**config.mk**
```make
export PLATFORM = sky130hd
export DESIGN_NAME = instr_fetch_unit
export DESIGN_NICKNAME = d
export VERILOG_FILES = /design/src/rtl/instr_fetch_unit.sv
export SDC_FILE = /design/constraint.sdc
export NUM_CORES = 1
export LEC_CHECK = 0
export CAP_MARGIN = 20
export CORE_MARGIN = 2
export CORE_UTILIZATION = 50
export CTS_BUF_LIST = sky130_fd_sc_hd__clkbuf_4 sky130_fd_sc_hd__clkbuf_8
export DETAILED_ROUTE_END_ITERATION = 16
export PLACE_DENSITY = 0.79
export SYNTH_ARGS = -nofsm -noshare
export SYNTH_HDL_FRONTEND = slang
export SYNTH_SLANG_ARGS = --single-unit
export TNS_END_PERCENT = 10
```
**constraint.sdc**
```tcl
create_clock -name clk -period 3.8 [get_ports clk]
set_input_delay 1.14 -clock clk [delete_from_list [all_inputs] [get_ports clk]]
set_output_delay 1.14 -clock clk [all_outputs]
set_load 0.03 [all_outputs]
```
**src/rtl/instr_fetch_unit.sv**
```systemverilog
// Instruction fetch sequencer: reads 3 consecutive RAM bytes, assembles a 24-bit word, hands it off via valid/ready.
// Optional halt-on-all-ones-opcode behaviour is enabled by defining FETCH_HALT_DETECT_EN.
module instr_fetch_unit #(
  parameter int unsigned       ADDR_W   = 8,
  parameter int unsigned       DATA_W   = 8,
  parameter logic [ADDR_W-1:0] RESET_PC = '0
) (
  input  logic                clk,
  input  logic                rst,
  input  logic                fetch_en,
  output logic                mem_rd_en,
  output logic [ADDR_W-1:0]   mem_addr,
  input  logic [DATA_W-1:0]   mem_data,
  input  logic                redirect,
  input  logic [ADDR_W-1:0]   redirect_addr,
  output logic                instr_valid,
  input  logic                instr_ready,
  output logic [3*DATA_W-1:0] instr,
  output logic [ADDR_W-1:0]   instr_pc,
  output logic                busy,
  output logic                halted
);

  localparam int unsigned INSTR_W = 3 * DATA_W;

  localparam logic [2:0] S_IDLE = 3'd0;
  localparam logic [2:0] S_F0   = 3'd1;
  localparam logic [2:0] S_F1   = 3'd2;
  localparam logic [2:0] S_F2   = 3'd3;
  localparam logic [2:0] S_F3   = 3'd4;
  localparam logic [2:0] S_HOLD = 3'd5;

  logic [2:0]         state, state_d;
  logic [ADDR_W-1:0]  pc, pc_d;
  logic [DATA_W-1:0]  op_q, op_d;
  logic [DATA_W-1:0]  opnd1_q, opnd1_d;
  logic               rd_en_d;
  logic [ADDR_W-1:0]  addr_d;
  logic [INSTR_W-1:0] instr_d;
  logic [ADDR_W-1:0]  instr_pc_d;
  logic               valid_d;
  logic               halted_d;
  logic               accept;

  // State register
  always_ff @(posedge clk) begin
    if (!rst) begin
      state <= S_IDLE;
    end else begin
      state <= state_d;
    end
  end

  // Next state, datapath updates and next values of the registered outputs
  always_comb begin
    state_d    = state;
    pc_d       = pc;
    op_d       = op_q;
    opnd1_d    = opnd1_q;
    rd_en_d    = 1'b0;
    addr_d     = mem_addr;
    instr_d    = instr;
    instr_pc_d = instr_pc;
    valid_d    = instr_valid;
    halted_d   = halted;
    accept     = instr_valid && instr_ready;

    if (redirect) begin
      pc_d     = redirect_addr;
      valid_d  = 1'b0;
      halted_d = 1'b0;
      state_d  = fetch_en ? S_F0 : S_IDLE;
    end else begin
      case (state)
        S_IDLE: if (fetch_en && !halted) state_d = S_F0;
        S_F0:   state_d = S_F1;
        S_F1: begin
          op_d    = mem_data;
          state_d = S_F2;
        end
        S_F2: begin
          opnd1_d = mem_data;
          state_d = S_F3;
        end
        S_F3: begin
          instr_d    = {op_q, opnd1_q, mem_data};
          instr_pc_d = pc;
          valid_d    = 1'b1;
          state_d    = S_HOLD;
        end
        S_HOLD: begin
          if (accept) begin
            pc_d    = pc + ADDR_W'(3);
            valid_d = 1'b0;
            state_d = fetch_en ? S_F0 : S_IDLE;
`ifdef FETCH_HALT_DETECT_EN
            if (instr[INSTR_W-1 -: DATA_W] == {DATA_W{1'b1}}) begin
              halted_d = 1'b1;
              state_d  = S_IDLE;
            end
`else
            halted_d = 1'b0;
`endif
          end
        end
        default: state_d = S_IDLE;
      endcase
    end

    // Read strobe/address follow the state being entered so they line up with it
    case (state_d)
      S_F0: begin
        rd_en_d = 1'b1;
        addr_d  = pc_d;
      end
      S_F1: begin
        rd_en_d = 1'b1;
        addr_d  = pc_d + ADDR_W'(1);
      end
      S_F2: begin
        rd_en_d = 1'b1;
        addr_d  = pc_d + ADDR_W'(2);
      end
      default: rd_en_d = 1'b0;
    endcase
  end

  // Datapath and output registers
  always_ff @(posedge clk) begin
    if (!rst) begin
      pc          <= RESET_PC;
      op_q        <= '0;
      opnd1_q     <= '0;
      mem_rd_en   <= 1'b0;
      mem_addr    <= '0;
      instr       <= '0;
      instr_pc    <= '0;
      instr_valid <= 1'b0;
      busy        <= 1'b0;
      halted      <= 1'b0;
    end else begin
      pc          <= pc_d;
      op_q        <= op_d;
      opnd1_q     <= opnd1_d;
      mem_rd_en   <= rd_en_d;
      mem_addr    <= addr_d;
      instr       <= instr_d;
      instr_pc    <= instr_pc_d;
      instr_valid <= valid_d;
      busy        <= (state_d != S_IDLE);
      halted      <= halted_d;
    end
  end

endmodule

```
==> results of run 1 <==
-- cell usage in the layout (no fill, tap or decap), types with 3 or more instances in the layout --
master             n
a21oi_1           57
a31oi_1            6
and2_1             4
and3_1             5
buf_4             11
clkbuf_8           9
clkdlybuf4s50_1   63
dfxtp_1           70
ha_1               3
inv_1              5
mux2i_1            4
nand2_1          109
nand2b_1           5
nand3_1            5
nand4_1            3
nor2_1            17
nor3_1             5
nor4_1             4
o21ai_0            7
or2_2              3
xnor2_1            4
-- per-stage QoR --
step           worst slack (ps)  instances  power (mW)  area (um2)
2_1_floorplan               799        380       0.890        3030
3_3_place_gp                386        505       0.963        3730
3_5_place_dp                302        505       0.965        3730
4_1_cts                     673        521        1.56        3930
5_1_grt                     467        521        1.61        3930
6_report                    637        521        1.56        3930
-- how the worst max path moves through the flow --
stage,startpoint,end,slack [ps],depth (start not counted)
2_1_floorplan,instr_ready,mem_addr[5],800,8
3_3_place_gp,instr_ready,mem_addr[5],390,10
3_5_place_dp,instr_ready,mem_addr[5],300,10
4_1_cts,instr_ready,mem_addr[5],670,10
5_1_grt,instr_ready,mem_addr[3],470,10
6_report,instr_ready,mem_addr[5],640,10
-- layer usage --
metal | share of wire | track usage | up-vias
met5 | 0 | 0 | -
met3 | 0.060 | 0.0725 | 21
met1 | 0.42 | 0.276 | 1301
met2 | 0.49 | 0.407 | 102
met4 | 0.026 | 0.105 | 0
li1 | - | - | 1427
-- flip-flops by register name, summed over array words and instances (netlist names) --
name         flops
instr_pc         8
mem_addr         8
state            3
op_q             8
instr           24
busy             1
mem_rd_en        1
instr_valid      1
pc               8
opnd1_q          8
-- worst max-delay path: cells and delay by family --
| family | cells | cell delay (ps) |
|---|---|---|
| AOI/OAI and AO/OA | 4 | 820 |
| xor gates and xnor gates | 1 | 150 |
| adders and majority gates | 1 | 140 |
| and+or+nand+nor | 2 | 390 |
| buffers and inverters | 2 | 760 |
-- kinds of logic (layout without fill, tap and decap cells) --
logic type | Yosys count | after routing | synth area share
multiplexers | 4 | 4 | 0.0132
XOR/XNOR | 6 | 6 | 0.0173
buffers and inverters | 30 | 96 | 0.0450
AO/OA/AOI/OAI | 94 | 94 | 0.191
flip-flops | 70 | 70 | 0.463
adder cells (fa/ha/maj) | 3 | 3 | 0.0124
other | 1 | 1 | 0.00124
AND/OR/NAND/NOR | 172 | 172 | 0.257
-- final cells by class --
class / count / area, um2 / share of cell area
clock inverter: 6 / 71.3 / 0.0181
inverter: 6 / 22.5 / 0.00573
timing repair buffer: 74 / 713 / 0.181
sequential: 70 / 1400 / 0.357
tap: 75 / 93.8 / 0.0239
clock buffer: 10 / 131 / 0.0334
multi-input combinational: 280 / 1500 / 0.381
-- power groups by stage --
stage	clock network, mW	logic (mW)	registers [mW]
after floorplan	0	0.0887	0.801
after global placement	0	0.178	0.785
after detailed placement	0	0.179	0.785
after CTS	0.614	0.180	0.768
after global routing	0.648	0.195	0.771
final	0.606	0.181	0.768
==> impl_metrics.ini, run 1 <==
[sta]
worstMarginPinSlew_ps = 630
finalHoldViolations = 0
timing.final.crit_share = 0.832
slew_viol_final = 0
finalSetupViolCount = 0
clock.fmax_mhz = 316
hold_ws_ps = 457
relSlewSlack = 0.576
rsz0062_at_grt = no
setup_tns_ps = 0
fin_skew_ps = 8.40
period_minus_slack_ps = 3160

[power]
power_frac_seq = 0.494
p_per_area_nw_per_um2 = 396
leakage_nw = 1.37
combPwrFrac = 0.116
max-vdd-ir-drop_uv = 290
pwr-share-clk = 0.389
p_int_mw = 1.14
p_switching_uw = 411
swShare = 0.264

[worst_hold_path]
min_from = op_q[5]
hp-class = reg2reg
holdPathStages = 2
hold_end = instr[21]

[detailed_routing]
firstDrtPassIters = 5
drt_iter0_markers = 162
vias = 2851
drt_wl_total_um = 7530
ant_nets = 0
wire_per_inst_um = 14.5
vias_per_cell = 5.47
drc_errors = 0

[run_status]
outcome = finished clean

[setup_path]
reg2reg_from = state[2]
slowest_stage = clkdlybuf4s50_1
critPathMaxFanout = 6
crit_path_start_kind = primary input
rr_worst_depth = 8
path_common_cell = a21oi_1
cp_data_arrival_time_ps = 3390
path_class = in2reg
cp-end-kind = flip-flop
worstPathRequired_ps = 4030
cp_slowest_stage_delay_ps = 570
rrSetupSlack_ps = 1300
path_cells = clkdlybuf4s50_1 > and3_1 > a21oi_1 > o31ai_1 > buf_4 > ha_1 > nand2_1 > a2111oi_4 > xnor2_1 > a21oi_1
reg2reg_to = mem_addr[3]

[yosys]
synth.avg_cell_area_um2 = 7.97
yosysMostFrequentCell = nand2_1
ys_types = 53
yosys.area.top_type_share = 0.463
synth_seq_cells = 70
synth-edff-count = 0
synth_warnings = 0
synth-main-ff-cell = dfxtp_1
async_flop_share = 0
netlist_instances = 380
ys_top_cells_by_count = nand2_1, dfxtp_1, a21oi_1, nor2_1, clkbuf_1
ys_top_cells_by_area = dfxtp_1, nand2_1, a21oi_1
synth.cell_area_um2 = 3030
yosys.area.top_type = dfxtp_1
ys_seq_area_frac = 0.463
synth_nets = 404

[cts]
cts_tree = done
path_clk_slew_ps = 80
cts_sinks = 70
cts.path.max_buffers = 2
numCtsBuffers = 9
post_cts_resized = 0
worstSkewPairLatency_ps = 350
post-cts-setup-buffers = 0
htreeDepth = 3
hold_buffers = 0
cts-root-buf = clkbuf_8

[global_routing]
grt_pass1_wl_um = 12100
grt_max_degree = 47
grt_pass1_vias = 2704
track_usage = 0.239
grt_overflow = 0
grt_antenna_before_repair = 0

[place]
gp_congestion = 0.894
hpwlAfterDp_um = 5380
io_buffer_count = 63

[die]
rows = 28
coreArea_um2 = 5890
fp.dieH_um = 81.8
die_w_um = 81.8
dieArea_um2 = 6700
io_pins = 65
initial_utilization = 0.515

[layout]
drive_above_1_share = 0.0874
antenna_cells = 0
areaGrowthSynthToFinish_pct = 29.7
nets = 465
final_core_util = 0.668
nFillCells = 515

[flow_run]
drv_cap = 0
(Power assumes the default switching activity.)
==> run 2: changes to the inputs <==
--- a/config.mk
+++ b/config.mk
@@ -7,10 +7,10 @@
 export LEC_CHECK = 0
 export CAP_MARGIN = 20
 export CORE_MARGIN = 2
-export CORE_UTILIZATION = 50
+export CORE_UTILIZATION = 47
 export CTS_BUF_LIST = sky130_fd_sc_hd__clkbuf_4 sky130_fd_sc_hd__clkbuf_8
 export DETAILED_ROUTE_END_ITERATION = 16
-export PLACE_DENSITY = 0.79
+export PLACE_DENSITY = 0.78
 export SYNTH_ARGS = -nofsm -noshare
 export SYNTH_HDL_FRONTEND = slang
 export SYNTH_SLANG_ARGS = --single-unit
==> constraint.sdc (replaced) <==
create_clock -name clk -period 2.84 [get_ports clk]
set_input_delay 0.852 -clock clk [delete_from_list [all_inputs] [get_ports clk]]
set_output_delay 0.852 -clock clk [all_outputs]
set_load 0.03 [all_outputs]
==> run 2 against run 1 <==
Net effect:
- wire length increased by 5.8%
- first-iteration DRC count increased by 16%
- non-clock buffer count increased by 16
- worst setup slack got worse by 520 ps
- utilization decreased by 1.8 points
- die area increased by 6.1%
- via count increased by 3.6%
- sequential power increased by 34%
- largest cell class unchanged
==> impl_metrics.ini, run 2 (synthesis gave the netlist of run 1 again) <==
[place]
io_buffer_count = 63
place_ws_ps = -234
hpwlAfterDp_um = 5760
gp_congestion = 0.912
post_dp_cell_area_um2 = 3850

[setup_path]
endpoint = mem_addr[3]
reg2reg_from = state[2]
slowest_stage = clkdlybuf4s50_1
critPathMaxFanout = 3
worstPathRequired_ps = 3100
path_common_cell = nand3_1
cp_num_buf_inv = 2
path_class = in2reg
reg2reg_to = mem_addr[3]
crit_path_start_kind = primary input
cpLargestDelayFamily = buffers and inverters
cp.depth = 10
cp_data_arrival_time_ps = 2990
cp-end-kind = flip-flop
rrSetupSlack_ps = 330
path_cells = clkdlybuf4s50_1 > buf_4 > nand3_1 > o311ai_1 > nand3_1 > ha_1 > nand2_1 > a21oi_1 > xnor2_1 > a211oi_1
rr_worst_depth = 8
cp_slowest_stage_delay_ps = 510
cp-startpoint = instr_ready

[detailed_routing]
wire_per_inst_um = 14.8
vias_per_cell = 5.48
firstDrtPassIters = 4
drt_iter0_markers = 188
drc_errors = 0
vias = 2954
ant_nets = 0
drt_wl_total_um = 7970

[global_routing]
grt_overflow = 0
grt_antenna_before_repair = 0
grt_pass1_wl_um = 12900
grt_max_degree = 42
grt_pass1_vias = 2804
track_usage = 0.226

[die]
coreArea_um2 = 6280
io_pins = 65
dieArea_um2 = 7100
initial_utilization = 0.483
die_w_um = 84.3
fp.dieH_um = 84.3
rows = 29

[layout]
regMostFlops = instr
fin_area_um2 = 4080
mostFrequentLayoutCells = nand2_1, dfxtp_1, clkdlybuf4s50_1
final_core_util = 0.650
areaGrowthSynthToFinish_pct = 34.7
drive_above_1_share = 0.126
nets = 481
layout_commonest_cell = nand2_1
largest_reg_flops = 24
antenna_cells = 0

[sta]
fin_skew_ps = 4.10
finalHoldViolations = 0
period_minus_slack_ps = 2720
relSlewSlack = 0.602
rsz0062_at_grt = no
clock.fmax_mhz = 367
slew_viol_final = 0
finalWorstSetupSlack_ps = 115
hold_ws_ps = 455
finalSetupViolCount = 0
timing.final.crit_share = 0.959
worstMarginPinSlew_ps = 591

[cts]
worstSkewPairLatency_ps = 350
hold_buffers = 0
htreeDepth = 3
cts_tree = done
cts.path.max_buffers = 2
numCtsBuffers = 9
cts_sinks = 70
path_clk_slew_ps = 70
post-cts-setup-buffers = 0
cts-root-buf = clkbuf_8

[flow_run]
drv_cap = 0

[power]
leakage_nw = 1.45
p_total_mw = 2.18
max-vdd-ir-drop_uv = 266
p_per_area_nw_per_um2 = 535

[worst_hold_path]
hp-class = reg2reg

[run_status]
outcome = finished clean
-- run 2: changes by cell type in the layout (fill, tap and decap cells not counted) --
cell | previous run | this run
clkinv_4 | 2 | 1
o31ai_2 | 1 | 2
clkbuf_4 | 1 | 0
and3_2 | 0 | 1
bufinv_16 | 1 | 2
ha_2 | 0 | 1
ha_1 | 3 | 2
o31ai_1 | 2 | 1
clkinv_2 | 0 | 1
and3_1 | 5 | 4
buf_4 | 11 | 27
-- run 2: where the power goes --
part | switching [mW] | internal, mW
combinational | 0.144 | 0.117
clock | 0.395 | 0.497
sequential | 0.0239 | 1.01
-- run 2: final cells by class --
| cell class | count | area (um2) |
|---|---|---|
| fill | 565 | 2200 |
| multi-input combinational | 280 | 1510 |
| sequential | 70 | 1400 |
| timing repair buffer | 90 | 833 |
| clock buffer | 9 | 124 |
| clock inverter | 7 | 97.6 |
| tap | 77 | 96.3 |
| inverter | 6 | 22.5 |
-- run 2: how the worst min path moves through the flow --
stage,to,from,slack (ps),cells after the start
detailed placement,instr[11],opnd1_q[3],440,2
global route,instr[21],instr[21],480,2
CTS,op_q[5],op_q[5],460,2
floorplan,instr[10],opnd1_q[2],430,2
finish,instr_pc[3],instr_pc[3],460,2
global placement,instr[11],opnd1_q[3],440,2
-- run 2: through the flow --
stage,TNS (ps),std cells
6_report,0,539
5_1_grt,0,539
4_1_cts,0,539
3_5_place_dp,-1370,523
3_3_place_gp,-1090,523
2_1_floorplan,0,380
-- run 2: what timing repair did --
action | in CTS | in global routing
gates resized for setup | 0 | 3
endpoints found under the setup margin | 0 | 4
hold endpoints to repair | 0 | 0
-- run 2: worst reg2reg max path: stages, from the launching register on --
cell,delay [ps]
dfxtp_1,580
nand2b_1,350
o311ai_1,430
nand3_1,200
ha_1,240
nand2_1,120
a21oi_1,100
xnor2_1,170
a211oi_1,240
-- run 2: routing by layer --
metal  routed length (um)  vias to the layer above  global-route usage
met5                    0                        -                   0
met4                  153                        0              0.0850
met3                  451                       17              0.0570
met2                 3990                       97               0.379
met1                 3380                     1379               0.280
li1                     -                     1461                   -
